## config.mk

```make
export PLATFORM = sky130hd
export DESIGN_NAME = vx_warp_sched
export DESIGN_NICKNAME = d
export VERILOG_FILES = /design/src/rtl/vx_warp_sched.sv
export SDC_FILE = /design/constraint.sdc
export NUM_CORES = 1
export LEC_CHECK = 0
export ABC_AREA = 1
export BUFFER_PORTS_ARGS = -buffer_cell sky130_fd_sc_hd__buf_2
export CORE_ASPECT_RATIO = 1.25
export CORE_MARGIN = 8
export CORE_UTILIZATION = 55
export DETAILED_ROUTE_END_ITERATION = 10
export GPL_TIMING_DRIVEN = 1
export PLACE_DENSITY_LB_ADDON = 0.05
export SETUP_SLACK_MARGIN = 0.4
export SYNTH_ARGS = -nofsm -noshare
export SYNTH_HDL_FRONTEND = slang
export SYNTH_SLANG_ARGS = --single-unit
```

## constraint.sdc

```tcl
create_clock -name clk -period 5.65 [get_ports clk]
set_input_delay 1.13 -clock clk [delete_from_list [all_inputs] [get_ports clk]]
set_output_delay 1.13 -clock clk [all_outputs]
set_load 0.05 [all_outputs]
```

## src/rtl/vx_warp_sched.sv

```systemverilog
// Round-robin warp scheduler feeding fetch: per-warp PC/tmask/active/stalled state and one registered request.
// Optional feature: define SCHED_UUID_EN to add the instruction uuid counter (otherwise sched_uuid is constant 0).
module vx_warp_sched #(
    parameter int                   NUM_WARPS   = 4,
    parameter int                   NUM_THREADS = 4,
    parameter int                   PC_WIDTH    = 31,
    parameter int                   UUID_WIDTH  = 44,
    parameter logic [PC_WIDTH-1:0]  STARTUP_PC  = 31'h40000000,
    localparam int                  WIDW        = $clog2(NUM_WARPS)
) (
    input  logic                    clk,
    input  logic                    reset_n,
    input  logic                    spawn_valid,
    input  logic [NUM_WARPS-1:0]    spawn_wmask,
    input  logic [PC_WIDTH-1:0]     spawn_pc,
    input  logic                    unstall_valid,
    input  logic [WIDW-1:0]         unstall_wid,
    input  logic                    unstall_br,
    input  logic [PC_WIDTH-1:0]     unstall_pc,
    input  logic [NUM_THREADS-1:0]  unstall_tmask,
    output logic                    sched_valid,
    input  logic                    sched_ready,
    output logic [WIDW-1:0]         sched_wid,
    output logic [PC_WIDTH-1:0]     sched_pc,
    output logic [NUM_THREADS-1:0]  sched_tmask,
    output logic [UUID_WIDTH-1:0]   sched_uuid,
    output logic                    busy
);

    logic [NUM_WARPS-1:0]   active_q;
    logic [NUM_WARPS-1:0]   stalled_q;
    logic [NUM_WARPS-1:0]   eligible;
    logic [PC_WIDTH-1:0]    pc_q    [NUM_WARPS];
    logic [NUM_THREADS-1:0] tmask_q [NUM_WARPS];

    logic [WIDW-1:0]        rr_q, rr_d;
    logic                   valid_q, valid_d;
    logic [WIDW-1:0]        wid_q, wid_d;
    logic [PC_WIDTH-1:0]    spc_q, spc_d;
    logic [NUM_THREADS-1:0] stmask_q, stmask_d;

    logic                   fire;
    logic                   load_en;
    logic                   pick_found;
    logic [WIDW-1:0]        pick_wid;
    logic [WIDW-1:0]        cand;

    assign eligible = active_q & ~stalled_q;
    assign fire     = valid_q & sched_ready;
    assign load_en  = ~valid_q | fire;

    // Walk downward so the nearest eligible warp after the RR pointer is the last (winning) hit.
    always_comb begin
        pick_found = 1'b0;
        pick_wid   = '0;
        cand       = '0;
        for (int i = NUM_WARPS; i >= 1; i--) begin
            cand = rr_q + WIDW'(i);
            if (eligible[cand]) begin
                pick_found = 1'b1;
                pick_wid   = cand;
            end
        end
    end

    for (genvar gi = 0; gi < NUM_WARPS; gi++) begin : g_warp
        logic                   active_d;
        logic                   stalled_d;
        logic [PC_WIDTH-1:0]    pc_d;
        logic [NUM_THREADS-1:0] tmask_d;

        // A picked warp is eligible, hence never stalled or inactive, so the three updates are disjoint.
        always_comb begin
            active_d  = active_q[gi];
            stalled_d = stalled_q[gi];
            pc_d      = pc_q[gi];
            tmask_d   = tmask_q[gi];
            if (unstall_valid && (unstall_wid == WIDW'(gi)) && stalled_q[gi]) begin
                stalled_d = 1'b0;
                tmask_d   = unstall_tmask;
                if (unstall_br) begin
                    pc_d = unstall_pc;
                end
                if (unstall_tmask == '0) begin
                    active_d = 1'b0;
                end
            end
            if (spawn_valid && spawn_wmask[gi] && !active_q[gi]) begin
                active_d  = 1'b1;
                stalled_d = 1'b0;
                pc_d      = spawn_pc;
                tmask_d   = '1;
            end
            if (load_en && pick_found && (pick_wid == WIDW'(gi))) begin
                stalled_d = 1'b1;
                pc_d      = pc_q[gi] + PC_WIDTH'(2);
            end
        end

        always_ff @(posedge clk or negedge reset_n) begin
            if (!reset_n) begin
                active_q[gi]  <= (gi == 0);
                stalled_q[gi] <= 1'b0;
                pc_q[gi]      <= (gi == 0) ? STARTUP_PC : '0;
                tmask_q[gi]   <= (gi == 0) ? NUM_THREADS'(1) : '0;
            end else begin
                active_q[gi]  <= active_d;
                stalled_q[gi] <= stalled_d;
                pc_q[gi]      <= pc_d;
                tmask_q[gi]   <= tmask_d;
            end
        end
    end

    always_comb begin
        valid_d  = valid_q;
        wid_d    = wid_q;
        spc_d    = spc_q;
        stmask_d = stmask_q;
        rr_d     = rr_q;
        if (load_en) begin
            valid_d = pick_found;
            if (pick_found) begin
                wid_d    = pick_wid;
                spc_d    = pc_q[pick_wid];
                stmask_d = tmask_q[pick_wid];
                rr_d     = pick_wid;
            end
        end
    end

    always_ff @(posedge clk or negedge reset_n) begin
        if (!reset_n) begin
            valid_q  <= 1'b0;
            wid_q    <= '0;
            spc_q    <= '0;
            stmask_q <= '0;
            rr_q     <= WIDW'(NUM_WARPS - 1);
        end else begin
            valid_q  <= valid_d;
            wid_q    <= wid_d;
            spc_q    <= spc_d;
            stmask_q <= stmask_d;
            rr_q     <= rr_d;
        end
    end

`ifdef SCHED_UUID_EN
    logic [UUID_WIDTH-1:0] uuid_cnt_q, uuid_cnt_d;
    logic [UUID_WIDTH-1:0] uuid_q, uuid_d;

    // A request loaded on the fire edge takes the post-increment value so uuids stay unique.
    always_comb begin
        uuid_cnt_d = uuid_cnt_q + UUID_WIDTH'(fire);
        uuid_d     = uuid_q;
        if (load_en && pick_found) begin
            uuid_d = uuid_cnt_d;
        end
    end

    always_ff @(posedge clk or negedge reset_n) begin
        if (!reset_n) begin
            uuid_cnt_q <= '0;
            uuid_q     <= '0;
        end else begin
            uuid_cnt_q <= uuid_cnt_d;
            uuid_q     <= uuid_d;
        end
    end

    assign sched_uuid = uuid_q;
`else
    assign sched_uuid = '0;
`endif

    assign sched_valid = valid_q;
    assign sched_wid   = wid_q;
    assign sched_pc    = spc_q;
    assign sched_tmask = stmask_q;
    assign busy        = (|active_q) | valid_q;

endmodule

```

==> key figures, run 1 <==
GRT
  • Vias in the first global route: 14,520
  • GRT Overall Usage: 0.373
  • Remaining Overflow, GRT: 0
  • First-pass GRT wire length: 86,700 µm
  • Largest net degree at the start of global routing: 108
  • Initial antenna violation count: 2

Timing
  • Worst Clk Skew: 0.0160 ns
  • Hold violation count in the final report: 0
  • RSZ-0062 raised after global routing: false
  • Final setup viols: 0
  • Setup_tns: 0 ns
  • Post-route minimum period: 3.62 ns
  • Max Freq: 276 MHz
  • Setup ws final: 2.03 ns
  • Worst relative slew slack: 0.281
  • Least-Margin Pin Slew: 1.08 ns
  • Final worst-path cycle share: 0.641
  • Max-slew violation count: 0

Synth
  • Synth cell types: 46
  • Ranking of synthesized cells by area: dfrtp_1, nand2_1, nand3_1
  • Leading area contributor after synthesis: dfrtp_1
  • Yosys top cell area share: 0.327
  • Ys Warns: 0
  • Cell count after synthesis: 2,124
  • Sequential area share after synthesis: 0.337
  • Top_reg_cell synth: dfrtp_1
  • EDFF count, synth: 0
  • Post-Synthesis Cell Area: 14,000 µm²
  • Avg Synthesized Cell Area: 6.58 µm²
  • Share of synthesized flip-flops with an asynchronous set or reset: 1.00
  • FF+latch count, synth: 188

Routing
  • WL final: 57,200 µm
  • Vias: 15,286
  • Routed wire per std cell: 22.6 µm
  • Number of DRC markers in iteration 0: 1,905
  • Via-to-Cell Ratio: 6.04
  • Routed Antenna Nets: 0
  • Drt pass-1 iters: 6
  • Drc violations: 0

Setup path
  • Crit path kind: reg -> reg
  • Worst path slowest cell: nand4_2
  • Crit start category: flop
  • Critical path endpoint category: flop
  • Crit path largest cell delay: 0.89 ns
  • Critical Path AT: 4.02 ns
  • Critical-path cell list: nand3_1, nand2_1, nor2_1, nand2_1, o21ai_4, inv_2, nand4_2, nand2_1, nor2_1, nor2_1
  • Worst path required time: 6.04 ns
  • CP max FO: 36

Run
  • Max cap viols: 0

CTS
  • Skew-Pair Late Insertion Delay: 0.47 ns
  • Postcts setup bufs: 0
  • Clock-pin slew on the worst setup and hold paths: 0.08 ns
  • TritonCTS clock tree: done
  • CTS root buf: clkbuf_16
  • CTS Buffer Depth: 2
  • Total CTS buffers: 17
  • Htree depth: 4
  • Cts repair resizes: 0
  • Clock sinks: 188
  • Hold-fix buffer count after cts: 0

Final layout
  • Commonest non-fill, non-tap cell in the layout: nand2_1
  • Non-Filler Instances: 2,532
  • Filler instances: 2,434
  • Commonest cells after routing, fill and taps aside: nand2_1, inv_1, nand3_1
  • Area Growth Syn to Fin: 8.45%
  • Share of cells above drive strength 1: 0.101
  • Layout Nets: 2,265
  • Final instance area: 15,200 µm²

Floorplan
  • I/O Pins: 161
  • Die area: 30,800 µm²
  • Row Count: 65
  • Initial core utilization: 0.556
  • Die width: 159 µm
  • CORE AREA: 25,100 µm²
  • Die Y: 194 µm

Place
  • DPL Wire Length: 43,200 µm
  • Dpl cell area: 14,500 µm²
  • Pre-CTS setup slack: 1.86 ns
  • Port bufs: 116
  • Placed cell count: 2,499
  • Gpl congestion: 1.02

Run status
  • Status: finished, final reports clean

Pwr
  • Leakage: 7.52 nW
  • Power per cell area: 772 nW/µm²
  • Max VDD drop: 582 µV

Hold path
  • Worst min path class: reg -> reg
per-layer routing:
metal,vias to the layer above,GRT usage,wire length (µm)
met1,7092,0.463,21200
li1,6957,-,-
met2,1039,0.577,26100
met3,196,0.0914,6450
met4,2,0.214,3510
met5,-,0,10
kinds of logic (layout without fill, tap and decap cells):
group	after synthesis	after routing	share of synthesized area
and+or+nand+nor	1137	1137	0.350
xor gates and xnor gates	75	75	0.0475
buffers and inverters	378	407	0.122
other	1	45	0.000268
AOI/OAI and AO/OA	341	341	0.140
adders and majority gates	4	4	0.00358
DFF	188	188	0.337
layout make-up:
type,instances,area [µm²],area share
Clock inverter,13,175,0.0116
Multi-Input combinational cell,1601,7760,0.512
Sequential cell,188,4710,0.311
Tap cell,335,419,0.0276
Timing Repair Buffer,134,737,0.0486
Inverter,241,907,0.0598
Clock buffer,19,453,0.0299
Antenna cell,1,2.50,0.000165
synth_stat cells, types with 10 or more instances:
library cell	count
buf_2	25
nor4_1	14
inv_1	229
nand2_1	649
o211ai_1	83
o21ai_1	39
nor2_1	155
nand3_1	198
clkbuf_1	48
nand4_1	36
o21ai_0	161
xor2_1	64
a21oi_1	38
dfrtp_1	183
nor3_1	47
xnor2_1	10
buf_4	51
worst max-delay path, delay by kind of cell, from the launching register on:
family	cells	cell delay (ns)
and+or+nand+nor	8	2.20
DFF	1	0.65
buffers and inverters	1	0.59
AOI/OAI and AO/OA	1	0.07
registers in the layout, summed over array words and instances (netlist names):
| name | cells |
|---|---|
| rr_q | 2 |
| stalled_q | 4 |
| tmask_q | 16 |
| sched_pc | 31 |
| sched_tmask | 4 |
| pc_q | 124 |
| active_q | 4 |
| sched_valid | 1 |
| sched_wid | 2 |
final timing paths:
path	from	endpoint	slack (ns)	cells after the start
worst max-delay path	rr_q[0]	pc_q[3]	2.03	10
worst min-delay path	sched_pc[20]	sched_pc[20]	0.48	2
worst max register to register	rr_q[0]	pc_q[3]	2.03	10
worst min register to register	sched_pc[20]	sched_pc[20]	0.48	2
max in group asynchronous	reset_n	pc_q[28]	3.85	2
min in group asynchronous	reset_n	sched_tmask[1]	0.79	1
metrics by stage:
step / power, mW / hold slack (ns) / utilization
final: 11.7 / 0.476 / 0.603
after global routing: 12.4 / 0.488 / 0.603
after CTS: 11.5 / 0.477 / 0.603
after detailed placement: 10.1 / 0.461 / 0.578
after global placement: 9.96 / 0.457 / 0.578
after floorplan: 7.98 / 0.442 / -
report_power, final:
part | total [mW] | switching (mW) | internal [mW]
sequential | 2.90 | 0.802 | 2.10
clock | 1.35 | 0.619 | 0.734
combinational | 7.44 | 5.56 | 1.88
total | 11.7 | 6.98 | 4.72
(Power assumes the default switching activity.)
==> inputs of run 2 (changes only) <==
Settings changed: ABC_AREA 1 to 0, CORE_UTILIZATION 55 to 53.
Clock period 5.65 ns to 2.95 ns, I/O delays scaled along.
==> run 2 against run 1 <==
Combinational power increased by 24%. Count of clock-buffer cells in the layout increased by 2. Synthesized cell count decreased by 34%. Largest cell class unchanged. Sequential power increased by 94%. Clock power increased by 75%. Fmax increased by 48%. Global-route usage decreased by 1.5 points. Worst hold slack got worse by 0.36 ns. Total power increased by 47%. Register-to-register slack got worse by 1.5 ns. Via count decreased by 18%. Clock skew decreased by 0.0067 ns.
==> key figures, run 2 <==
Routing
  • Routed wire per std cell: 28.1 µm
  • Routed Antenna Nets: 0
  • Via-to-Cell Ratio: 6.89
  • Number of DRC markers in iteration 0: 1,535
  • WL final: 51,300 µm
  • Drt pass-1 iters: 7
  • Vias: 12,591
  • Drc violations: 0

Pwr
  • Max VDD drop: 682 µV
  • Leakage: 6.04 nW
  • Power Total: 17.2 mW
  • Power per cell area: 1220 nW/µm²

GRT
  • Remaining Overflow, GRT: 0
  • Largest net degree at the start of global routing: 54
  • First-pass GRT wire length: 75,400 µm
  • GRT Overall Usage: 0.358
  • Met3 Track Usage GR: 0.0732
  • Vias in the first global route: 12,050
  • Grt met1 use: 0.408
  • Most used routing layer: met2
  • Initial antenna violation count: 1
  • GRT met2 Usage: 0.563

Synth
  • EDFF count, synth: 0
  • Ys Warns: 0
  • FF+latch count, synth: 188
  • Dominant cell by count in the synthesized netlist: nand2_1
  • Yosys top cell area share: 0.373
  • Top cells by count, synth: nand2_1, dfrtp_1, o21ai_0
  • Share of synthesized flip-flops with an asynchronous set or reset: 1.00
  • Avg Synthesized Cell Area: 8.69 µm²
  • Top_reg_cell synth: dfrtp_1
  • Synth cell types: 74
  • Sequential area share after synthesis: 0.384
  • Leading area contributor after synthesis: dfrtp_1
  • Ranking of synthesized cells by area: dfrtp_1, mux2i_1, nand2_1
  • Post-Synthesis Cell Area: 12,300 µm²
  • Cell count after synthesis: 1,411

CTS
  • Total CTS buffers: 17
  • Clock sinks: 188
  • CTS Buffer Depth: 2
  • Clock-pin slew on the worst setup and hold paths: 0.07 ns
  • Htree depth: 4
  • Skew-Pair Late Insertion Delay: 0.45 ns
  • TritonCTS clock tree: done
  • CTS root buf: clkbuf_16

Final layout
  • Non-Filler Instances: 1,827
  • Largest reg by FF count: pc_q
  • Max reg flops: 124
  • Commonest cells after routing, fill and taps aside: nand2_1, dfrtp_1, buf_2
  • Area Growth Syn to Fin: 14.5%
  • Commonest non-fill, non-tap cell in the layout: nand2_1
  • Layout Nets: 1,609
  • Share of cells above drive strength 1: 0.201

Floorplan
  • CORE AREA: 22,900 µm²
  • Initial core utilization: 0.536
  • Die area: 28,300 µm²
  • Row Count: 62
  • I/O Pins: 161
  • Die Y: 186 µm
  • Die width: 152 µm

Timing
  • Worst Clk Skew: 0.00934 ns
  • Least-Margin Pin Slew: 0.854 ns
  • Hold violation count in the final report: 0
  • Worst relative slew slack: 0.428
  • Post-route minimum period: 2.44 ns
  • Hold Slack: 0.118 ns
  • Final setup viols: 0
  • Final worst-path cycle share: 0.828
  • Setup_tns: 0 ns
  • Max Freq: 409 MHz
  • RSZ-0062 raised after global routing: true
  • Max-slew violation count: 0

Place
  • Gpl congestion: 1.00
  • DPL Wire Length: 38,700 µm
  • Port bufs: 116
  • Placed cell count: 1,789

Setup path
  • Worst path required time: 3.27 ns
  • CP max FO: 14
  • Critical Path AT: 2.76 ns
  • Crit path kind: reg -> reg
  • Critical path endpoint category: flop
  • Crit start category: flop

Run
  • Max cap viols: 0

Hold path
  • Worst min path class: in -> async

Run status
  • Status: finished, final reports clean
## run 2: area by class of cell
| type | instances | area [µm²] |
|---|---|---|
| clock buffers | 21 | 460 |
| repair buffers | 192 | 1270 |
| fillers | 2036 | 8840 |
| clock inverters | 9 | 114 |
| multi-input cells | 1114 | 7060 |
| diodes | 1 | 2.50 |
| flip-flops and latches | 188 | 4720 |
| well taps | 288 | 360 |
| inverters | 14 | 52.6 |
## run 2: per-stage QoR
step	area, µm²	setup WS, ns	utilization
3_5_place_dp	13300	0.0911	0.580
5_1_grt	14000	0.368	0.613
6_report	14000	0.508	0.614
3_3_place_gp	13300	0.0665	0.580
2_1_floorplan	12400	0.580	-
4_1_cts	13900	0.346	0.607
## run 2: per-layer routing
layer,part of all wire,up-vias
met5,0,-
met4,0.11,0
met3,0.084,206
met2,0.44,878
met1,0.37,6011
li1,-,5496
## run 2: logic make-up (layout without fill, tap and decap cells)
logic type      Yosys count  in the layout  share of synthesized area
compound gates          363            363                      0.206
mux                     116            116                     0.0981
simple gates            583            584                      0.241
flops                   188            188                      0.384
fa+ha+maj                 4              4                    0.00408
other cells               1             45                   0.000306
buf+inv                 153            236                     0.0647
xor+xnor                  3              3                    0.00214
## run 2: final timing paths
path | startpoint | depth (start not counted) | endpoint | slack [ns]
max | active_q[3] | 7 | sched_pc[22] | 0.51
min | reset_n | 1 | sched_pc[11] | 0.12
max reg2reg | active_q[3] | 7 | sched_pc[22] | 0.51
min reg2reg | sched_pc[17] | 2 | sched_pc[17] | 0.47
max in group asynchronous | reset_n | 2 | pc_q[15] | 2.08
min in group clk | unstall_tmask[0] | 3 | tmask_q[4] | 0.44
## run 2: repair_timing
action | CTS | global route
hold buffers | 0 | 0
endpoints found under the setup margin | 38 | 95
setup buffers | 1 | 4
gates cloned | 1 | 1
pin swaps | 1 | 5
resized for setup | 6 | 23
## run 2: critical path, cell delays in order (launching register included)
cell	delay, ns
dfrtp_2	0.43
or3b_1	0.41
o211a_1	0.20
o31ai_4	0.43
buf_6	0.24
nor2_4	0.11
a22oi_1	0.37
nand2_1	0.11
## run 2: report_power, final
group | total [mW] | switching [mW] | leakage [nW] | internal, mW
registers | 5.62 | 1.79 | 2.19 | 3.84
clock network | 2.36 | 1.07 | 0.272 | 1.29
logic | 9.20 | 5.70 | 3.58 | 3.50
